File: config.mk
export PLATFORM = sky130hd
export DESIGN_NAME = image_pixel_op
export DESIGN_NICKNAME = d
export VERILOG_FILES = /design/src/rtl/image_pixel_op.sv
export SDC_FILE = /design/constraint.sdc
export NUM_CORES = 1
export LEC_CHECK = 0
export ABC_AREA = 1
export ABC_CLOCK_PERIOD_IN_PS = 9300
export CAP_MARGIN = 5
export CORE_MARGIN = 5
export CORE_UTILIZATION = 54
export CTS_CLUSTER_DIAMETER = 100
export DETAILED_ROUTE_END_ITERATION = 12
export PLACE_DENSITY = 0.86
export SLEW_MARGIN = 20
export SYNTH_ARGS = -nofsm -noshare
export SYNTH_HDL_FRONTEND = slang
export SYNTH_SLANG_ARGS = --single-unit
File: constraint.sdc
create_clock -name clk -period 9.3 [get_ports clk]
set_input_delay 2.79 -clock clk [delete_from_list [all_inputs] [get_ports clk]]
set_output_delay 2.79 -clock clk [all_outputs]
set_load 0.005 [all_outputs]
File: src/rtl/image_pixel_op.sv
// Streaming RGB point operation (pass/invert/gray/brightness/threshold) with frame markers.
// Latency 2 cycles; one global enable stalls the whole pipe while out_valid && !out_ready.
module image_pixel_op #(
  parameter int DATA_WIDTH = 8,
  parameter int WIDTH      = 512,
  parameter int HEIGHT     = 768
) (
  input  logic                  clk,
  input  logic                  rst,
  input  logic [1:0]            mode,
  input  logic                  sel_thr,
  input  logic [DATA_WIDTH:0]   offset,
  input  logic [DATA_WIDTH-1:0] thresh,
  input  logic                  in_valid,
  output logic                  in_ready,
  input  logic [DATA_WIDTH-1:0] in_r,
  input  logic [DATA_WIDTH-1:0] in_g,
  input  logic [DATA_WIDTH-1:0] in_b,
  output logic                  out_valid,
  input  logic                  out_ready,
  output logic [DATA_WIDTH-1:0] out_r,
  output logic [DATA_WIDTH-1:0] out_g,
  output logic [DATA_WIDTH-1:0] out_b,
  output logic                  out_sof,
  output logic                  out_eol,
  output logic                  out_eof
);
  localparam int DW = DATA_WIDTH;
  localparam int SW = DATA_WIDTH + 2;
  localparam int GW = DATA_WIDTH + 8;
  localparam int XW = (WIDTH > 1) ? $clog2(WIDTH) : 1;
  localparam int YW = (HEIGHT > 1) ? $clog2(HEIGHT) : 1;
  localparam logic [DW-1:0] MAX = '1;

  function automatic logic signed [SW-1:0] ext(input logic [DW-1:0] c);
    return $signed({2'b00, c});
  endfunction

  function automatic logic [DW-1:0] clamp(input logic signed [SW-1:0] v);
    if (v[SW-1])  return '0;
    else if (v[DW]) return MAX;
    else          return v[DW-1:0];
  endfunction

  logic              en, in_xfer, first, eol, eof;
  logic [XW-1:0]     x_q, x_d;
  logic [YW-1:0]     y_q, y_d;
  logic [1:0]        mode_q, m_eff;
  logic              sel_q, s_eff;
  logic [DW:0]       off_q, o_eff;
  logic [DW-1:0]     thr_q, t_eff;
  logic [GW-1:0]     gray_sum;
  logic [DW-1:0]     gray_y;
  logic signed [SW-1:0] c_r, c_g, c_b, off_s;
  logic              s1_vld_q, s2_vld_q;
  logic signed [SW-1:0] s1_r_q, s1_g_q, s1_b_q;
  logic [2:0]        s1_flg_q, s2_flg_q;
  logic [DW-1:0]     s2_r_q, s2_g_q, s2_b_q;

  assign en       = !s2_vld_q || out_ready;
  assign in_ready = en;
  assign in_xfer  = in_valid && en;
  assign first    = (x_q == '0) && (y_q == '0);
  assign eol      = (x_q == XW'(WIDTH - 1));
  assign eof      = eol && (y_q == YW'(HEIGHT - 1));

  // The frame's first pixel uses the live config; the rest of the frame uses the latched copy.
  assign m_eff = first ? mode    : mode_q;
  assign s_eff = first ? sel_thr : sel_q;
  assign o_eff = first ? offset  : off_q;
  assign t_eff = first ? thresh  : thr_q;

  assign gray_sum = GW'(77) * GW'(in_r) + GW'(150) * GW'(in_g) + GW'(29) * GW'(in_b);
  assign gray_y   = DW'(gray_sum >> 8);
  assign off_s    = $signed({o_eff[DW], o_eff});

  always_comb begin
    c_r = ext(in_r);
    c_g = ext(in_g);
    c_b = ext(in_b);
    unique case (m_eff)
      2'b00: ;
      2'b01: begin
        c_r = ext(MAX - in_r);
        c_g = ext(MAX - in_g);
        c_b = ext(MAX - in_b);
      end
      2'b10: begin
        c_r = ext(gray_y);
        c_g = ext(gray_y);
        c_b = ext(gray_y);
      end
      default: begin
        if (s_eff) begin
          c_r = ext((gray_y >= t_eff) ? MAX : '0);
          c_g = c_r;
          c_b = c_r;
        end else begin
          c_r = ext(in_r) + off_s;
          c_g = ext(in_g) + off_s;
          c_b = ext(in_b) + off_s;
        end
      end
    endcase
  end

  always_comb begin
    x_d = x_q;
    y_d = y_q;
    if (in_xfer) begin
      if (eol) begin
        x_d = '0;
        y_d = (y_q == YW'(HEIGHT - 1)) ? '0 : y_q + YW'(1);
      end else begin
        x_d = x_q + XW'(1);
      end
    end
  end

  always_ff @(posedge clk) begin
    if (rst) begin
      x_q      <= '0;
      y_q      <= '0;
      mode_q   <= 2'b00;
      sel_q    <= 1'b0;
      off_q    <= '0;
      thr_q    <= '0;
      s1_vld_q <= 1'b0;
      s1_r_q   <= '0;
      s1_g_q   <= '0;
      s1_b_q   <= '0;
      s1_flg_q <= '0;
      s2_vld_q <= 1'b0;
      s2_r_q   <= '0;
      s2_g_q   <= '0;
      s2_b_q   <= '0;
      s2_flg_q <= '0;
    end else begin
      x_q <= x_d;
      y_q <= y_d;
      if (in_xfer && first) begin
        mode_q <= mode;
        sel_q  <= sel_thr;
        off_q  <= offset;
        thr_q  <= thresh;
      end
      if (en) begin
        s1_vld_q <= in_xfer;
        s1_r_q   <= c_r;
        s1_g_q   <= c_g;
        s1_b_q   <= c_b;
        s1_flg_q <= in_xfer ? {first, eol, eof} : 3'b000;
        s2_vld_q <= s1_vld_q;
        s2_r_q   <= clamp(s1_r_q);
        s2_g_q   <= clamp(s1_g_q);
        s2_b_q   <= clamp(s1_b_q);
        s2_flg_q <= s1_vld_q ? s1_flg_q : 3'b000;
      end
    end
  end

  assign out_valid = s2_vld_q;
  assign out_r     = s2_r_q;
  assign out_g     = s2_g_q;
  assign out_b     = s2_b_q;
  assign {out_sof, out_eol, out_eof} = s2_flg_q;
endmodule

==> metrics, run 1 <==
CP max stage delay ~0.57 ns; master of the slowest instance on the critical path sky130_fd_sc_hd__fa_1; total vias in the final route 8905; global-route track usage on met2 43.0%; Yosys Warn Count 0; mean post-synth cell area about 7.3 sq um; Final Instance Area 11500 sq um; Max Clock Skew roughly 0.012 ns; number of instances in the synthesized netlist 1299; remaining antenna violation count after routing 0; maximum clock path buffer count 2; Max Fanout on Critical Path 7; clock insertion delay at the later pin of the skew report 0.35 ns; number of storage elements in the synthesis netlist between 100 and 150; overall die area approximately 20000 sq um; worst hold path type reg -> reg; TritonCTS Buffers 9; outcome complete, no violations; register-to-register path setup slack 5.03 ns; GRT Residual Overflow 0; required time at the worst-slack endpoint 9.53 ns; number of flops mapped to enable cells by yosys 0; via count of the first global-routing pass 8675; count of buffer and inverter cells on the critical path 7; worst rel slew slack between 20% and 30%; die span in x 142 um; dominant cell by count in the synthesized netlist sky130_fd_sc_hd__nand2_1; Cell variety after synth 42; number of placement rows 48; cell at the root of the clock tree sky130_fd_sc_hd__clkbuf_16; # fillers around 1500; total setup violations reported at the end of the flow 0; GR peak layer met2; most frequent cell on the critical path sky130_fd_sc_hd__fa_1; core area 17200 sq um; count of final hold-check violations 0; routed vias/inst 5.42; library cell occupying the most area in the post-synthesis netlist sky130_fd_sc_hd__dfxtp_1; gate family responsible for the most delay along the worst path adder cells; IO Pins 77; starting DRC count in detailed routing 708; Detailed Routing Iterations Pass 1 6; share of cells above drive strength 1 13.0%; diode insertion count for antenna repair 0; CTS tree built; total detailed-routing wirelength between 20000 and 30000 um; share of the synthesized area in the top cell type a little over a fifth; met3 usage in global routing 4.74%; commonest cells in the netlist sky130_fd_sc_hd__nand2_1, sky130_fd_sc_hd__inv_1, sky130_fd_sc_hd__ha_1, sky130_fd_sc_hd__nor2_1, sky130_fd_sc_hd__dfxtp_1; level count of the clock H-tree 3; Clk pin slew, worst setup/hold paths 0.07 ns; Port-buffer cells 76; Seq/Total Area, Yosys 21.4%; final layout net count 1641; max-slew violations 0; critical path data arrival time 9.39 ns; Post-Synthesis Cell Area 9450 sq um; top flip-flop cell by instance count after synthesis sky130_fd_sc_hd__dfxtp_1; Post-CTS Hold Fix Bufs 0; Least-Margin Pin Slew 1.07 ns; routing usage on met1 33.7%; maximum clock frequency 0.109 GHz; nets in the synthesized netlist 1526; placer congestion estimate 1.01; number of max-cap violations 0; share of flip-flops with an asynchronous set or reset after synthesis 0%; post-detailed-placement half-perimeter wirelength 20700 um; nature of the critical path startpoint primary input; register area 2020 sq um; global-route wire length before repair 42200 um; post-route core utilization 66.6%; Post-DP Area 10700 sq um; type of destination of the critical path register; vertical die dimension 142 um; pin count of the biggest net entering global routing 52; Final Cycle Share between 90% and 100%; shortest clock period the worst path allows after layout 9.16 ns; clock sink count 101; Wirelength per Cell 16.2 um; # DRC 0; global-route usage over all layers 25.6%; multi-input gate area in the final layout approximately 7000 sq um; ranking of synthesized cells by area sky130_fd_sc_hd__dfxtp_1, sky130_fd_sc_hd__ha_1, sky130_fd_sc_hd__nand2_1; growth of design area from synthesis to finish 21.5%; antenna violations before repair 0; initial standard-cell utilization of the core a little over half; type of the worst setup path in -> reg
## timing repair
| action | 4_1_cts | 5_1_grt |
|---|---|---|
| setup buffers | 1 | 3 |
| endpoints found under the setup margin | 24 | 24 |
| resized for setup | 35 | 68 |
| pin swaps | 31 | 47 |
## tightest hold or removal path: stages, from the launching register on
cell,delay [ns]
sky130_fd_sc_hd__dfxtp_1,0.30
sky130_fd_sc_hd__inv_1,0.06
sky130_fd_sc_hd__a21oi_1,0.06
## through the flow
stage / setup WS, ns / setup TNS (ns) / instances / hold WS (ns)
5_1_grt: -0.110 / -0.839 / 1644 / 0.481
4_1_cts: 0.0281 / 0 / 1641 / 0.454
3_5_place_dp: -0.929 / -20.98 / 1624 / 0.445
6_report: 0.138 / 0 / 1644 / 0.454
2_1_floorplan: 0.0526 / 0 / 1299 / 0.430
3_3_place_gp: -0.726 / -16.25 / 1624 / 0.439
## cell usage in the layout (no fill, tap or decap), types with 3 or more instances in the layout
cell type	netlist	routed
sky130_fd_sc_hd__a211oi_1	3	3
sky130_fd_sc_hd__a21o_1	4	4
sky130_fd_sc_hd__a21oi_1	99	89
sky130_fd_sc_hd__a21oi_2	0	9
sky130_fd_sc_hd__a31oi_1	3	3
sky130_fd_sc_hd__and2_1	5	4
sky130_fd_sc_hd__buf_4	1	54
sky130_fd_sc_hd__buf_6	3	3
sky130_fd_sc_hd__clkbuf_16	0	9
sky130_fd_sc_hd__clkbuf_2	0	3
sky130_fd_sc_hd__clkdlybuf4s50_1	0	68
sky130_fd_sc_hd__dfxtp_1	101	101
sky130_fd_sc_hd__dlygate4sd2_1	0	3
sky130_fd_sc_hd__fa_1	58	57
sky130_fd_sc_hd__ha_1	121	104
sky130_fd_sc_hd__ha_4	0	16
sky130_fd_sc_hd__inv_1	180	169
sky130_fd_sc_hd__inv_2	4	14
sky130_fd_sc_hd__mux2i_1	9	9
sky130_fd_sc_hd__nand2_1	317	301
sky130_fd_sc_hd__nand2_2	3	14
sky130_fd_sc_hd__nand2_4	2	7
sky130_fd_sc_hd__nand3_1	67	62
sky130_fd_sc_hd__nand3_2	3	8
sky130_fd_sc_hd__nand3b_1	3	3
sky130_fd_sc_hd__nand4_1	15	15
sky130_fd_sc_hd__nor2_1	112	104
sky130_fd_sc_hd__nor2_2	4	9
sky130_fd_sc_hd__nor2_4	7	10
sky130_fd_sc_hd__nor3_1	8	8
sky130_fd_sc_hd__o21a_1	3	3
sky130_fd_sc_hd__o21ai_0	82	81
sky130_fd_sc_hd__or2_2	4	4
sky130_fd_sc_hd__xnor2_1	12	10
sky130_fd_sc_hd__xor2_1	27	25
## cells by family (layout without fill, tap and decap cells)
kind of cell,Yosys count,in the layout,synth area share (%)
flip-flops,101,101,21.4
multiplexers,9,9,0.953
adder cells (fa/ha/maj),179,179,28.3
AND/OR/NAND/NOR,554,554,25.4
XOR/XNOR,39,39,3.61
buffers and inverters,213,333,8.80
AO/OA/AOI/OAI,204,204,11.5
## flip-flops by register name, summed over array words and instances, names as in the netlist
name / flops
s2_flg_q: 3
sel_q: 1
s1_g_q: 10
s1_flg_q: 3
out_r: 8
s1_b_q: 10
out_g: 8
out_b: 8
y_q: 10
x_q: 9
s1_vld_q: 1
thr_q: 8
off_q: 9
s1_r_q: 10
out_valid: 1
mode_q: 2
## final timing paths
check / startpoint / to / depth (start not counted)
setup reg to reg: y_q[5] / s1_g_q[8] / 13
setup / recovery: in_g[3] / s1_b_q[7] / 35
hold reg to reg: thr_q[7] / thr_q[7] / 2
hold / removal: thr_q[7] / thr_q[7] / 2
## routing by layer
| layer | up-vias | share of wire, % |
|---|---|---|
| met3 | 54 | 6.1 |
| met4 | 0 | 3.2 |
| li1 | 4403 | - |
| met2 | 284 | 48 |
| met5 | - | 0 |
| met1 | 4164 | 43 |
## layout make-up
| class | count | area share, % |
|---|---|---|
| Inverter | 184 | 6.03 |
| Timing Repair Buffer | 133 | 10.2 |
| Sequential cell | 101 | 17.6 |
| Multi-Input combinational cell | 985 | 61.2 |
| Clock inverter | 6 | 0.403 |
| Clock buffer | 10 | 2.08 |
| Tap cell | 225 | 2.45 |
Power of run 1 is not shown: default switching activity piles up to over one toggle a cycle in this logic, so the estimate is an artifact.
==> run 2: changes to the inputs <==
--- a/config.mk
+++ b/config.mk
@@ -8,11 +8,12 @@
 export ABC_AREA = 1
 export ABC_CLOCK_PERIOD_IN_PS = 9300
 export CAP_MARGIN = 5
+export CORE_ASPECT_RATIO = 0.9
 export CORE_MARGIN = 5
-export CORE_UTILIZATION = 54
+export CORE_UTILIZATION = 40
 export CTS_CLUSTER_DIAMETER = 100
 export DETAILED_ROUTE_END_ITERATION = 12
-export PLACE_DENSITY = 0.86
+export PLACE_DENSITY = 0.69
 export SLEW_MARGIN = 20
 export SYNTH_ARGS = -nofsm -noshare
 export SYNTH_HDL_FRONTEND = slang
==> run 2 against run 1 <==
Non-clock buffer count increased by 9. Routed wire length decreased by 1.2%. Core utilization decreased by 17 points. Register-to-register slack got worse by 0.13 ns. Sequential share of layout area decreased by 0.25 points. Critical path depth decreased by 1. Die area increased by 32%. Via count decreased by 1.5%. Cell count increased by 5.2%. First-iteration DRC count decreased by 17%.
==> metrics, run 2 (same netlist as run 1, synthesis figures left out) <==
Final Instance Area 11600 sq um (+1.4%); CP max stage delay 0.56 ns (about the same); overall die area 26800 sq um (+32%); commonest non-fill, non-tap cells in the layout sky130_fd_sc_hd__nand2_1, sky130_fd_sc_hd__inv_1, sky130_fd_sc_hd__nor2_1, sky130_fd_sc_hd__ha_1, sky130_fd_sc_hd__dfxtp_1; pin count of the biggest net entering global routing 52 (unchanged); remaining antenna violation count after routing 0 (unchanged); shortest clock period the worst path allows after layout 9.13 ns (-0.0356 ns); Final Cycle Share 98.1% (-0.38 points); clock sink count 101 (unchanged); GRT Residual Overflow 0 (unchanged); initial standard-cell utilization of the core 40.5% (-14 points); outcome complete, no violations; register-to-register path setup slack 4.90 ns (-0.13 ns); required time at the worst-slack endpoint 9.57 ns (+0.04 ns); antenna violations before repair 0 (unchanged); type of the worst setup path in -> reg; most frequent cell on the critical path sky130_fd_sc_hd__fa_1; Least-Margin Pin Slew 1.07 ns (-0.00330 ns); Max Clock Skew 0.00634 ns (-0.00583 ns); total setup violations reported at the end of the flow 0 (unchanged); type of destination of the critical path register; placer congestion estimate 0.910 (-10%); worst rel slew slack 28.7% (+0.13 points); # DRC 0 (unchanged); clock insertion delay at the later pin of the skew report 0.34 ns (about the same); IO Pins 77 (unchanged); global-route usage over all layers 19.3% (-6.3 points); Max Fanout on Critical Path 7 (unchanged); Detailed Routing Iterations Pass 1 5 (-1); Port-buffer cells 76 (unchanged); Post-CTS Hold Fix Bufs 0 (unchanged); TritonCTS Buffers 9 (unchanged); CTS tree built; core area 23300 sq um (+35%); via count of the first global-routing pass 8292 (-4.4%); post-detailed-placement half-perimeter wirelength 20800 um (+0.42%); number of max-cap violations 0 (unchanged); share of cells above drive strength 1 13.5% (+0.55 points); diode insertion count for antenna repair 0 (unchanged); starting DRC count in detailed routing 586 (-17%); post-route core utilization 49.9% (-17 points); level count of the clock H-tree 3 (unchanged); routed vias/inst 5.07 (-6.4%); vertical die dimension 156 um (+9.5%); Post-DP Area 10900 sq um (+1.7%); final layout net count 1650 (+0.55%); count of final hold-check violations 0 (unchanged); total vias in the final route 8769 (-1.5%); growth of design area from synthesis to finish 23.2%; maximum clock path buffer count 2 (unchanged); die span in x 172 um (+21%); worst-case hold slack 0.455 ns (+0.00161 ns); Wirelength per Cell 15.2 um (-6.1%); critical path data arrival time 9.39 ns (about the same); placed cell count 1712 (+5.4%); global-route wire length before repair 42000 um (-0.34%); total detailed-routing wirelength 26200 um (-1.2%); number of placement rows 53 (+10%); nature of the critical path startpoint primary input; cell at the root of the clock tree sky130_fd_sc_hd__clkbuf_16; worst hold path type reg -> reg; Clk pin slew, worst setup/hold paths 0.07 ns (about the same); maximum clock frequency 0.110 GHz (+0.39%); master of the slowest instance on the critical path sky130_fd_sc_hd__fa_1; non-filler cells in the finished layout 1730 (+5.2%); most frequent standard cell in the layout excluding fill and tap cells sky130_fd_sc_hd__nand2_1; max-slew violations 0 (unchanged)
[run 2: changes by cell type in the layout (fill, tap and decap cells not counted), sizes merged]
cell,delta
clkbuf,+1
dlygate4sd2,-2
clkinv,+2
dlymetal6s2s,+2
clkdlybuf4s15,-1
inv,-3
buf,+10
[run 2: area by class of cell]
| type | count | area (sq um) |
|---|---|---|
| Sequential cell | 101 | 2020 |
| Timing Repair Buffer | 142 | 1250 |
| Fill cell | 2269 | 11700 |
| Multi-Input combinational cell | 985 | 7030 |
| Tap cell | 302 | 378 |
| Inverter | 184 | 696 |
| Clock buffer | 11 | 243 |
| Clock inverter | 5 | 35.0 |
[run 2: worst paths after layout]
| check | startpoint | cells after the start | endpoint |
|---|---|---|---|
| worst min-delay path | thr_q[5] | 2 | thr_q[5] |
| worst max register to register | x_q[3] | 15 | s1_r_q[1] |
| worst max-delay path | in_g[0] | 34 | s1_r_q[5] |
| worst min register to register | thr_q[5] | 2 | thr_q[5] |
[run 2: what timing repair did]
action,4_1_cts,5_1_grt
hold endpoints to repair,0,0
setup buffers,1,2
setup endpoints to repair,24,24
resized for setup,37,69
pin swaps,28,58
[run 2: metal layers]
metal  up-vias  track usage (%)  part of all wire [%]
met2       216             30.2                    45
met3        22             2.38                   5.5
met1      4099             29.4                    49
met4         0             2.51                   1.0
li1       4432                -                     -
met5         -                0                     0
[run 2: critical path: cells and delay by family]
kind | cells | cell delay (ns)
AOI/OAI and AO/OA | 3 | 0.50
adders and majority gates | 10 | 4.01
and+or+nand+nor | 11 | 0.92
xor gates and xnor gates | 2 | 0.37
buffers and inverters | 8 | 0.80
[run 2: metrics by stage]
step                setup slack, ns  setup TNS (ns)
floorplan                    0.0526               0
global placement             -0.862          -18.99
detailed placement           -0.973          -21.90
CTS                          0.0107               0
global route                -0.0692          -0.543
finish                        0.174               0
Power of run 2 is left out for the same reason.
